$ cat src/rtl/clk_rate_ctrl.sv
// Run/pause/single-step controller: turns four raw buttons into a rate-selectable one-cycle tick enable.
// Optional per-button debounce filter is enabled by defining CLK_RATE_CTRL_DEBOUNCE_EN.
module clk_rate_ctrl #(
   parameter int DIV_POW_FASTEST = 1,
   parameter int DIV_POW_SLOWEST = 26,
   parameter int DEBOUNCE_POW    = 16
) (
   input  logic                                 clk,
   input  logic                                 rst_n,
   input  logic                                 btn_faster,
   input  logic                                 btn_slower,
   input  logic                                 btn_pause,
   input  logic                                 btn_step,
   output logic                                 tick,
   output logic [$clog2(DIV_POW_SLOWEST+1)-1:0] rate_pow,
   output logic                                 paused
);

   localparam int RW = $clog2(DIV_POW_SLOWEST + 1);
   localparam int CW = DIV_POW_SLOWEST;
   localparam int NB = 4;

   localparam int B_FASTER = 0;
   localparam int B_SLOWER = 1;
   localparam int B_PAUSE  = 2;
   localparam int B_STEP   = 3;

   localparam logic [RW-1:0] RATE_MIN = RW'(DIV_POW_FASTEST);
   localparam logic [RW-1:0] RATE_MAX = RW'(DIV_POW_SLOWEST);
   localparam logic [RW-1:0] RATE_ONE = RW'(1);
   localparam logic [CW-1:0] CNT_ONE  = CW'(1);

   typedef enum logic [1:0] {
      S_RUN    = 2'd0,
      S_PAUSED = 2'd1,
      S_STEP   = 2'd2
   } state_t;

   if (DIV_POW_FASTEST < 1 || DIV_POW_FASTEST > DIV_POW_SLOWEST || DEBOUNCE_POW < 1) begin : g_param_check
      $error("clk_rate_ctrl: inconsistent rate or debounce parameters");
   end

   logic [NB-1:0] raw_btn;
   logic [NB-1:0] sync1;
   logic [NB-1:0] sync2;
   logic [NB-1:0] filt;
   logic [NB-1:0] prev;
   logic [NB-1:0] armed;
   logic [1:0]    sync_vld;
   logic [NB-1:0] press;

   logic          ev_faster;
   logic          ev_slower;
   logic          ev_pause;
   logic          ev_step;
   logic          rate_up;
   logic          rate_dn;

   logic [CW-1:0] cnt;
   logic [CW-1:0] mask;
   logic          run_hit;

   state_t        state;
   state_t        state_nxt;

   assign raw_btn = {btn_step, btn_pause, btn_slower, btn_faster};

   // NOTE: state flops use non-blocking assignments so every flop samples pre-edge values.
   always_ff @(posedge clk or negedge rst_n) begin
      if (!rst_n) begin
         sync1 <= '0;
         sync2 <= '0;
      end else begin
         sync1 <= raw_btn;
         sync2 <= sync1;
      end
   end

`ifdef CLK_RATE_CTRL_DEBOUNCE_EN
   localparam logic [DEBOUNCE_POW-1:0] DB_LAST = '1;
   localparam logic [DEBOUNCE_POW-1:0] DB_ONE  = DEBOUNCE_POW'(1);

   logic [DEBOUNCE_POW-1:0] db_cnt [NB];

   // NOTE: the debounce counters are plain flops, not RAM, so they are reset like any other state.
   always_ff @(posedge clk or negedge rst_n) begin
      if (!rst_n) begin
         filt <= '0;
         for (int i = 0; i < NB; i++) db_cnt[i] <= '0;
      end else begin
         for (int i = 0; i < NB; i++) begin
            if (sync2[i] == filt[i]) begin
               db_cnt[i] <= '0;
            end else if (db_cnt[i] == DB_LAST) begin
               filt[i]   <= sync2[i];
               db_cnt[i] <= '0;
            end else begin
               db_cnt[i] <= db_cnt[i] + DB_ONE;
            end
         end
      end
   end
`else
   assign filt = sync2;
`endif

   // A button only arms once the synchronizer has flushed and shown it released,
   // so a button held across reset release never produces a press.
   always_ff @(posedge clk or negedge rst_n) begin
      if (!rst_n) begin
         prev     <= '0;
         armed    <= '0;
         sync_vld <= '0;
      end else begin
         prev     <= filt;
         armed    <= armed | (~sync2 & {NB{sync_vld[1]}});
         sync_vld <= {sync_vld[0], 1'b1};
      end
   end

   assign press     = filt & ~prev & armed;
   assign ev_faster = press[B_FASTER];
   assign ev_slower = press[B_SLOWER];
   assign ev_pause  = press[B_PAUSE];
   assign ev_step   = press[B_STEP];

   assign rate_dn = ev_faster & ~ev_slower & (rate_pow > RATE_MIN);
   assign rate_up = ev_slower & ~ev_faster & (rate_pow < RATE_MAX);

   always_ff @(posedge clk or negedge rst_n) begin
      if (!rst_n) begin
         rate_pow <= RATE_MAX;
      end else if (rate_dn) begin
         rate_pow <= rate_pow - RATE_ONE;
      end else if (rate_up) begin
         rate_pow <= rate_pow + RATE_ONE;
      end
   end

   // Restart the period on a real rate change so the first tick lands a full new period later.
   always_ff @(posedge clk or negedge rst_n) begin
      if (!rst_n) begin
         cnt <= '0;
      end else if (rate_dn || rate_up) begin
         cnt <= '0;
      end else if (state == S_RUN) begin
         cnt <= cnt + CNT_ONE;
      end
   end

   always_comb begin
      mask = '0;
      for (int i = 0; i < CW; i++) mask[i] = (i < int'(rate_pow));
   end

   assign run_hit = ((cnt & mask) == mask);

   always_ff @(posedge clk or negedge rst_n) begin
      if (!rst_n) state <= S_RUN;
      else        state <= state_nxt;
   end

   // NOTE: default assignment first so no path through the case leaves state_nxt unassigned (no latch).
   always_comb begin
      state_nxt = state;
      case (state)
         S_RUN: begin
            if (ev_pause) state_nxt = S_PAUSED;
         end
         S_PAUSED: begin
            if (ev_pause)     state_nxt = S_RUN;
            else if (ev_step) state_nxt = S_STEP;
         end
         S_STEP:  state_nxt = S_PAUSED;
         default: state_nxt = S_RUN;
      endcase
   end

   always_comb begin
      tick   = 1'b0;
      paused = 1'b0;
      case (state)
         S_RUN:    tick = run_hit;
         S_PAUSED: paused = 1'b1;
         S_STEP: begin
            tick   = 1'b1;
            paused = 1'b1;
         end
         default: begin
            tick   = 1'b0;
            paused = 1'b0;
         end
      endcase
   end

endmodule
$ cat config.mk
export PLATFORM = sky130hd
export DESIGN_NAME = clk_rate_ctrl
export DESIGN_NICKNAME = d
export VERILOG_FILES = /design/src/rtl/clk_rate_ctrl.sv
export SDC_FILE = /design/constraint.sdc
export NUM_CORES = 1
export LEC_CHECK = 0
export ABC_AREA = 1
export BUFFER_PORTS_ARGS = -buffer_cell sky130_fd_sc_hd__buf_2
export CORE_MARGIN = 2
export CORE_UTILIZATION = 35
export CTS_CLUSTER_SIZE = 30
export DETAILED_ROUTE_END_ITERATION = 10
export GPL_TIMING_DRIVEN = 0
export SETUP_SLACK_MARGIN = 0.2
export SLEW_MARGIN = 20
export SYNTH_ARGS = -nofsm -noshare
export SYNTH_HDL_FRONTEND = slang
export SYNTH_SLANG_ARGS = --single-unit
export TNS_END_PERCENT = 10
$ cat constraint.sdc
create_clock -name clk -period 2.3 [get_ports clk]
set_input_delay 0.115 -clock clk [delete_from_list [all_inputs] [get_ports clk]]
set_output_delay 0.115 -clock clk [all_outputs]
set_load 0.05 [all_outputs]
# Yosys cells after proc, flatten, opt, wreduce, memory -nomap -nowiden
# Cells that the tools add are included.
dict set report totals {
  reg_bits 51
  latchBits 0
  mem_bits_rw 0
  romBits 0
  in_bits 6
  elab_cells 73
  memories 0
}
dict set report op_classes {
  n_addsub 3
  n_mul 0
  div 0
  magnitude_cmp 28
  eq_ne 5
  shifts 0
  mux 10
  bitwise_logic 13
  reduce_logical 6
}
# cell n
set ops {}
lappend ops {{two-way mux 26 bit} 2}
lappend ops {{less-than comparator 5 bit (first input constant)} 10}
lappend ops {{less-than comparator 4 x 5 -> 1 bit (first input constant)} 8}
lappend ops {{adder 26 x 1 -> 26 bit (second input constant)} 1}
lappend ops {{bitwise AND 26 bit} 1}
lappend ops {{equality test 26 bit} 1}
lappend ops {{less-than comparator 3 x 5 -> 1 bit (first input constant)} 4}
lappend ops {{bitwise AND 4 bit} 3}
lappend ops {{less-than comparator 1 x 5 -> 1 bit (first input constant)} 2}
lappend ops {{less-than comparator 2 x 5 -> 1 bit (first input constant)} 2}
lappend ops {{two-way mux 5 bit} 2}
lappend ops {{inverter 4 bit} 2}
lappend ops {{two-way mux 2 bit} 3}
lappend ops {{case mux 2 bit (3 select lines)} 1}
lappend ops {{adder 5 x 1 -> 5 bit (second input constant)} 1}
lappend ops {{> comparator 5 x 1 -> 1 bit (second input constant)} 1}
lappend ops {{less-than comparator 5 bit (second input constant)} 1}
lappend ops {{subtractor 5 x 1 -> 5 bit (second input constant)} 1}
lappend ops {{bitwise AND 1 bit} 4}
lappend ops {{OR 4 bit} 1}
lappend ops {{nonzero test 2 bit} 2}
lappend ops {{inequality test 3 bit (second input constant)} 1}
lappend ops {{equality test 2 x 1 -> 1 bit (second input constant)} 1}
lappend ops {{equality test 2 bit (second input constant)} 1}
lappend ops {{8 further kinds} 9}

# Depth between registers and ports, before layout
# Gate-level depths: netlist of run 1.
dict set report logic_depth {
  ltp_word 8
  depth_mapped 12
  ltp_nobuf 11
}

# Worst setup path before layout of run 1
# No wires, ideal clock.
dict set report synth_path {
  path_kind {register to output}
  startpoint {reg rate_pow[4]}
  endpoint {out tick}
  t_arrival_ns 1.831
  setup_slack_ns 0.354
  stages_incl_launch_ff 11
  n_path_buf 1
  cell_sequence {dfstp_2 -> buf_6 -> clkinv_1 -> nor3_1 -> nand2_1 -> nand2_1 -> nor2_1 -> nand2_1 -> nor2_1 -> nand2_1 -> nand2_1}
}
dict set report synth_between {
  elab_chain_cells 4
  elab_cells_between_ends 29
  classes_between {order compare: 26; eq/ne: 1; mux: 1; bitwise: 1}
}
# item line_no
set synth_lines {}
lappend synth_lines {{start: declaration} 15} ;# output logic [$clog2(DIV_POW_SLOWEST+1)-1:0] rate_pow,
lappend synth_lines {{start signal: assignment} 134} ;# rate_pow <= rate_pow - RATE_ONE;
lappend synth_lines {{start signal: assignment} 136} ;# rate_pow <= rate_pow + RATE_ONE;
lappend synth_lines {{less-than comparator 1 x 5 -> 1 bit (tied with other cells)} 153} ;# for (int i = 0; i < CW; i++) mask[i] = (i < int'(rate_pow));
lappend synth_lines {{bitwise AND 26 bit} 156} ;# assign run_hit = ((cnt & mask) == mask);
lappend synth_lines {{equality test 26 bit (*)} 156}
lappend synth_lines {{case mux 1 bit (2 select lines) (*)} 182} ;# case (state)
lappend synth_lines {{end: declaration} 14} ;# output logic tick,
# Mark *: on every way between the ends. The rest lies on a longest branch, timed or not.

# Final worst setup path of run 1
dict set report layout_path {
  startpoint {reg rate_pow[1]}
  endpoint {out tick}
}
# Same word-level chain as after synthesis.

==> results.json, run 1 <==
{
  "ir_drop_mv": 0.419,
  "synthMuxAreaShare_pct": 0,
  "tightest_slew_ns": 0.638,
  "power_density_mw_per_mm2": 976,
  "clk_pin_slew_ns": 0.09,
  "synth.area.top_cells": "dfrtp_1 40%, nand2_1 12%, nor2_1 7.1%, inv_1 6.4%, nand3_1 3.5%",
  "synth-simple-area-share_pct": 32.7,
  "htreeDepth": 2,
  "place_ws_ns": 0.374,
  "die_area_mm2": 0.00926,
  "cp-end-kind": "primary output",
  "io_pins": 13,
  "hold_viol": 0,
  "antenna_found_initial": 0,
  "ys_ff_latch": 51,
  "grt_usage_pct": 15.5,
  "grt_pass1_vias": 2375,
  "startpoint_type": "flip-flop",
  "layout-drive-gt1-share_pct": 18.9,
  "synth_xor_area_share_pct": 3.24,
  "remaining_drc_errors": 0,
  "min_from": "sync1[1]",
  "clockBufferDepth": 2,
  "fin_cells": 518,
  "critPathArrivalTime_ns": 1.94,
  "tns_ns": 0,
  "critPathKind": "flip-flop to primary output",
  "synth_top_area_share_pct": 40.4,
  "rrSetupSlack_ns": 0.54,
  "viasPerCell": 4.78,
  "post-route-min-period_ns": 2.06,
  "yosysSeqAreaShare_pct": 43.0,
  "clockRootBuffer": "clkbuf_8",
  "overflow": 0,
  "wl_met2_um": 2980,
  "dpl.cell_count": 498,
  "hpwlAfterDp_um": 4790,
  "diodes": 0,
  "numPortBuffers": 12,
  "synth_compound_area_share_pct": 8.66,
  "slew_headroom_pct": 57.5,
  "core_mm2": 0.00822,
  "timing.hold.ws_ns": 0.356,
  "syn_area_mm2": 0.00298,
  "ant_nets": 0,
  "layout_common_cells": "91 x nand2_1, 54 x nor2_1, 48 x dfrtp_1",
  "grt_max_degree": 52,
  "avgRoutedWirePerCell_um": 12.6,
  "yosysTopAreaCell": "dfrtp_1",
  "status": "finished, final reports clean",
  "max_freq_mhz": 487,
  "reg2reg_from": "rate_pow[1]",
  "finalPower_mw": 3.33,
  "cts_tree": "yes",
  "synthDistinctLibCells": 35,
  "setup_viol": 0,
  "start_util_pct": 36.2,
  "final_common_cell": "nand2_1",
  "hold_end": "filt[1]",
  "r2r_cells": 7,
  "period_share_pct": 89.4,
  "ys_warn_count": 0,
  "routed_wl_um": 6530,
  "synth_top_family_by_area": "simple AND/OR/NAND/NOR gates",
  "vias": 2478,
  "gp_congestion": 0.902,
  "p_leak_nw": 1.59,
  "postSynthCellCount": 381,
  "cts.sinks": 51,
  "worstHoldPathCells": 0,
  "report.final.slew_viol_count": 0,
  "nets": 426,
  "maxCapViolCount": 0,
  "die_h_um": 96.2,
  "rsz0062_at_grt": "true",
  "row_count": 33,
  "clock_latency_ns": 0.31,
  "drt_pass1_iterations": 4,
  "avgSynthCellArea_um2": 7.81,
  "worst_slack_ns": 0.245,
  "syn-num-nets": 395,
  "fp.dieW_um": 96.2,
  "area_growth_pct": 14.6,
  "hold_class": "flip-flop to flip-flop",
  "maxUsedRoutingLayer": "met4",
  "finalClockSkew_ns": 0.00474,
  "cp_max_fo": 7,
  "met1_length_um": 3200,
  "dr_wl_met3_um": 258,
  "grt_pass1_wl_um": 11100,
  "critPathRequiredTime_ns": 2.18,
  "r2r-end": "cnt[6]",
  "drtIter0Drc": 148,
  "cts_buffers": 5,
  "synthAdderAreaFrac_pct": 3.36
}
layer usage:
layer  vias up  global-route usage, %
li1       1251                      -
met1      1165                   21.2
met2        51                   24.8
met3        11                   3.60
met4         0                   3.81
met5         -                      0
how the worst max path moves through the flow:
| stage | startpoint | cells after the start | endpoint | slack [ns] |
|---|---|---|---|---|
| after global placement | rate_pow[0] | 10 | tick | 0.38 |
| after CTS | rate_pow[2] | 11 | tick | 0.21 |
| after global routing | rate_pow[2] | 11 | tick | 0.11 |
| after floorplan | rate_pow[4] | 10 | tick | 0.35 |
| after detailed placement | rate_pow[0] | 10 | tick | 0.37 |
| final | rate_pow[1] | 10 | tick | 0.24 |
area by class of cell:
class	instances	area (µm²)
timing repair buffer	24	171
clock buffer	5	68.8
buffer	7	76.3
inverter	54	205
tap	105	131
multi-input combinational	269	1460
sequential	51	1280
fill	834	4800
clock inverter	3	18.8
cell families (layout without fill, tap and decap cells):
group,Yosys count,after routing
and+or+nand+nor,208,208
DFF,51,51
buffers and inverters,61,93
xor gates and xnor gates,11,11
AOI/OAI and AO/OA,41,41
adders and majority gates,8,8
other,1,1
cell usage after synthesis, drive strengths merged:
library cell	number
dfstp	3
a31oi	3
a211oi	1
nor3	14
o211ai	1
o21bai	4
inv	53
nand4	6
a21oi	11
o21a	4
xor2	8
nor2	65
nand2	95
buf	7
o21ai	17
dfrtp	48
xnor2	3
clkinv	1
ha	8
conb	1
nand3	25
nand3b	3
timing repair:
item,CTS,global route
setup endpoints to repair,1,1
endpoints found under the hold margin,52,0
pin swaps,0,6
hold buffers,5,0
gates resized for setup,7,15
buffers inserted,2,5
where the power goes:
part           switching (mW)  total [mW]  internal (mW)
sequential              0.117        1.13           1.01
clock                   0.307       0.522          0.215
combinational            1.07        1.68          0.606
worst max-delay path: stages, from the launching register on:
cell,delay [ns]
dfstp_2,0.64
nand2_1,0.12
nor2_1,0.25
o21bai_1,0.10
nand3_1,0.08
nand2_1,0.06
nand2_1,0.06
inv_1,0.03
nand2_1,0.06
nand2_1,0.06
buf_6,0.15
through the flow:
step           utilization (%)  area (µm²)
2_1_floorplan                -        2980
3_3_place_gp              38.6        3170
3_5_place_dp              38.6        3170
4_1_cts                   40.6        3330
5_1_grt                   41.5        3410
6_report                  41.5        3410
registers in the layout, indices dropped and copies added (netlist names):
| signal | count |
|---|---|
| cnt | 26 |
| rate_pow | 5 |
| armed | 4 |
| filt | 4 |
| prev | 4 |
| sync1 | 4 |
| state | 2 |
| sync_vld | 2 |
(Power assumes the default switching activity.)
==> inputs of run 2 (changes only) <==
--- a/config.mk
+++ b/config.mk
@@ -9,9 +9,9 @@
 export BUFFER_PORTS_ARGS = -buffer_cell sky130_fd_sc_hd__buf_2
 export CORE_MARGIN = 2
 export CORE_UTILIZATION = 35
+export CTS_BUF_LIST = sky130_fd_sc_hd__clkbuf_4
 export CTS_CLUSTER_SIZE = 30
 export DETAILED_ROUTE_END_ITERATION = 10
-export GPL_TIMING_DRIVEN = 0
 export SETUP_SLACK_MARGIN = 0.2
 export SLEW_MARGIN = 20
 export SYNTH_ARGS = -nofsm -noshare
==> results.json, run 2 (same netlist as run 1, synthesis figures left out) <==
{
  "p_leak_nw": 1.60,
  "cp_max_fo": 4,
  "clockRootBuffer": "clkbuf_4",
  "routed_wl_um": 6830,
  "p_int_mw": 1.80,
  "maxCapViolCount": 0,
  "hpwlAfterDp_um": 5100,
  "hold_viol": 0,
  "ir_drop_mv": 0.321,
  "overflow": 0,
  "rsz0062_at_grt": "true",
  "max_freq_mhz": 483,
  "vias": 2476,
  "finalClockSkew_ns": 0.0157,
  "worst-path-buf-inv": 2,
  "wl_met2_um": 3130,
  "slowest_stage": "dfstp_2",
  "timing.hold.ws_ns": 0.350,
  "row_count": 33,
  "largest-register": "cnt",
  "io_pins": 13,
  "critPathMaxStageDelay_ns": 0.60,
  "critPathKind": "flip-flop to primary output",
  "p_sw_share_pct": 45.9,
  "clk_pin_slew_ns": 0.16,
  "slew_headroom_pct": 44.8,
  "cts_buffers": 5,
  "critPathRequiredTime_ns": 2.18,
  "htreeDepth": 2,
  "avgRoutedWirePerCell_um": 13.0,
  "top_regs": "cnt x26, rate_pow x5",
  "nets": 433,
  "die_h_um": 96.2,
  "seqPwrFrac_pct": 34.5,
  "fin_cells": 525,
  "grt_pass1_wl_um": 11500,
  "post-route-min-period_ns": 2.07,
  "cp_cell_sequence": "buf_4, nand2_1, o21ai_0, nand2_1, nor2_1, nand2_1, nor2_1, nand2_1, nand2_1, buf_6",
  "switchingPower_mw": 1.53,
  "dpl.cell_count": 497,
  "status": "finished, final reports clean",
  "numPortBuffers": 12,
  "tightest_slew_ns": 0.829,
  "final_common_cell": "nand2_1",
  "gp_congestion": 0.906,
  "clockBufferDepth": 2,
  "critPathArrivalTime_ns": 1.96,
  "area_growth_pct": 15.6,
  "fp.dieW_um": 96.2,
  "utilization_pct": 41.9,
  "layout-drive-gt1-share_pct": 21.7,
  "hold_class": "input port to asynchronous set/reset pin",
  "met1_length_um": 3370,
  "tns_ns": 0,
  "die_area_mm2": 0.00926,
  "dr_wl_met3_um": 255,
  "combPwrFrac_pct": 52.6,
  "maxUsedRoutingLayer": "met4",
  "finalPower_mw": 3.33,
  "grt_usage_pct": 16.1,
  "antenna_found_initial": 0,
  "report.final.slew_viol_count": 0,
  "core_mm2": 0.00822,
  "cts.sinks": 51,
  "drtIter0Drc": 160,
  "start_util_pct": 36.2,
  "cp_top_family": "flip-flops",
  "clock_latency_ns": 0.38,
  "drt_pass1_iterations": 4,
  "power_density_mw_per_mm2": 967,
  "startpoint_type": "flip-flop",
  "largest_reg_flops": 26,
  "cp-end-kind": "primary output",
  "cts_tree": "yes",
  "period_share_pct": 90.1,
  "grt_max_degree": 38,
  "cp_common_cell": "nand2_1",
  "ant_nets": 0,
  "setup_viol": 0,
  "pwr-share-clk_pct": 13.0,
  "diodes": 0,
  "layout_common_cells": "89 x nand2_1, 52 x nor2_1, 48 x inv_1",
  "viasPerCell": 4.72,
  "grt_pass1_vias": 2368,
  "remaining_drc_errors": 0
}
run 2: cell types whose count changed in the layout (fill, tap and decap cells not counted), moves of 5 or more:
cell	before	now
clkbuf_8	5	0
clkbuf_4	0	6
buf_4	8	21
buf_6	6	1
run 2: timing repair:
item	4_1_cts	5_1_grt
setup buffers	12	3
endpoints found under the setup margin	1	1
pin swaps	1	5
hold buffers	5	0
endpoints found under the hold margin	36	0
gates resized for setup	12	12
run 2: area by class of cell:
cell class | instances | area, µm²
Fill cell | 811 | 4770
Multi-Input combinational cell | 269 | 1490
Sequential cell | 51 | 1280
Timing Repair Buffer | 38 | 274
Inverter | 54 | 204
Tap cell | 105 | 131
Clock buffer | 6 | 45.0
Clock inverter | 2 | 16.3
run 2: final timing paths:
| path | start | end | slack, ns | depth (start not counted) |
|---|---|---|---|---|
| worst max-delay path | rate_pow[3] | tick | 0.23 | 10 |
| worst min-delay path | rst_n | state[1] | 0.35 | 2 |
| worst max register to register | rate_pow[1] | cnt[20] | 0.40 | 9 |
| worst min register to register | sync1[1] | filt[1] | 0.37 | 0 |
| max in group asynchronous | rst_n | cnt[15] | 1.30 | 3 |
| min in group clk | btn_slower | sync1[1] | 0.36 | 2 |
run 2: stage by stage:
stage               instance area [µm²]  setup slack, ns
global placement                   3150            0.412
CTS                                3380            0.207
detailed placement                 3150            0.403
floorplan                          2980            0.354
finish                             3440            0.228
global route                       3440           0.0672
run 2: routing by layer:
layer | vias to the layer above | global-route usage, %
met4 | 0 | 5.71
li1 | 1273 | -
met5 | - | 0
met1 | 1159 | 22.5
met3 | 6 | 2.90
met2 | 38 | 25.0
run 2: power by group through the flow:
| stage | registers, mW | clock network (mW) | logic, mW |
|---|---|---|---|
| floorplan | 1.28 | 0 | 1.01 |
| global placement | 1.20 | 0 | 1.38 |
| detailed placement | 1.21 | 0 | 1.37 |
| CTS | 1.14 | 0.464 | 1.64 |
| global route | 1.16 | 0.497 | 1.95 |
| finish | 1.15 | 0.431 | 1.75 |
run 2: worst register-to-register path: cells and delay by family, from the launching register on:
kind / cells / cell delay (ns)
AO/OA/AOI/OAI: 1 / 0.12
AND/OR/NAND/NOR: 4 / 0.49
flip-flops: 1 / 0.67
adder cells (fa/ha/maj): 1 / 0.17
buffers and inverters: 3 / 0.33
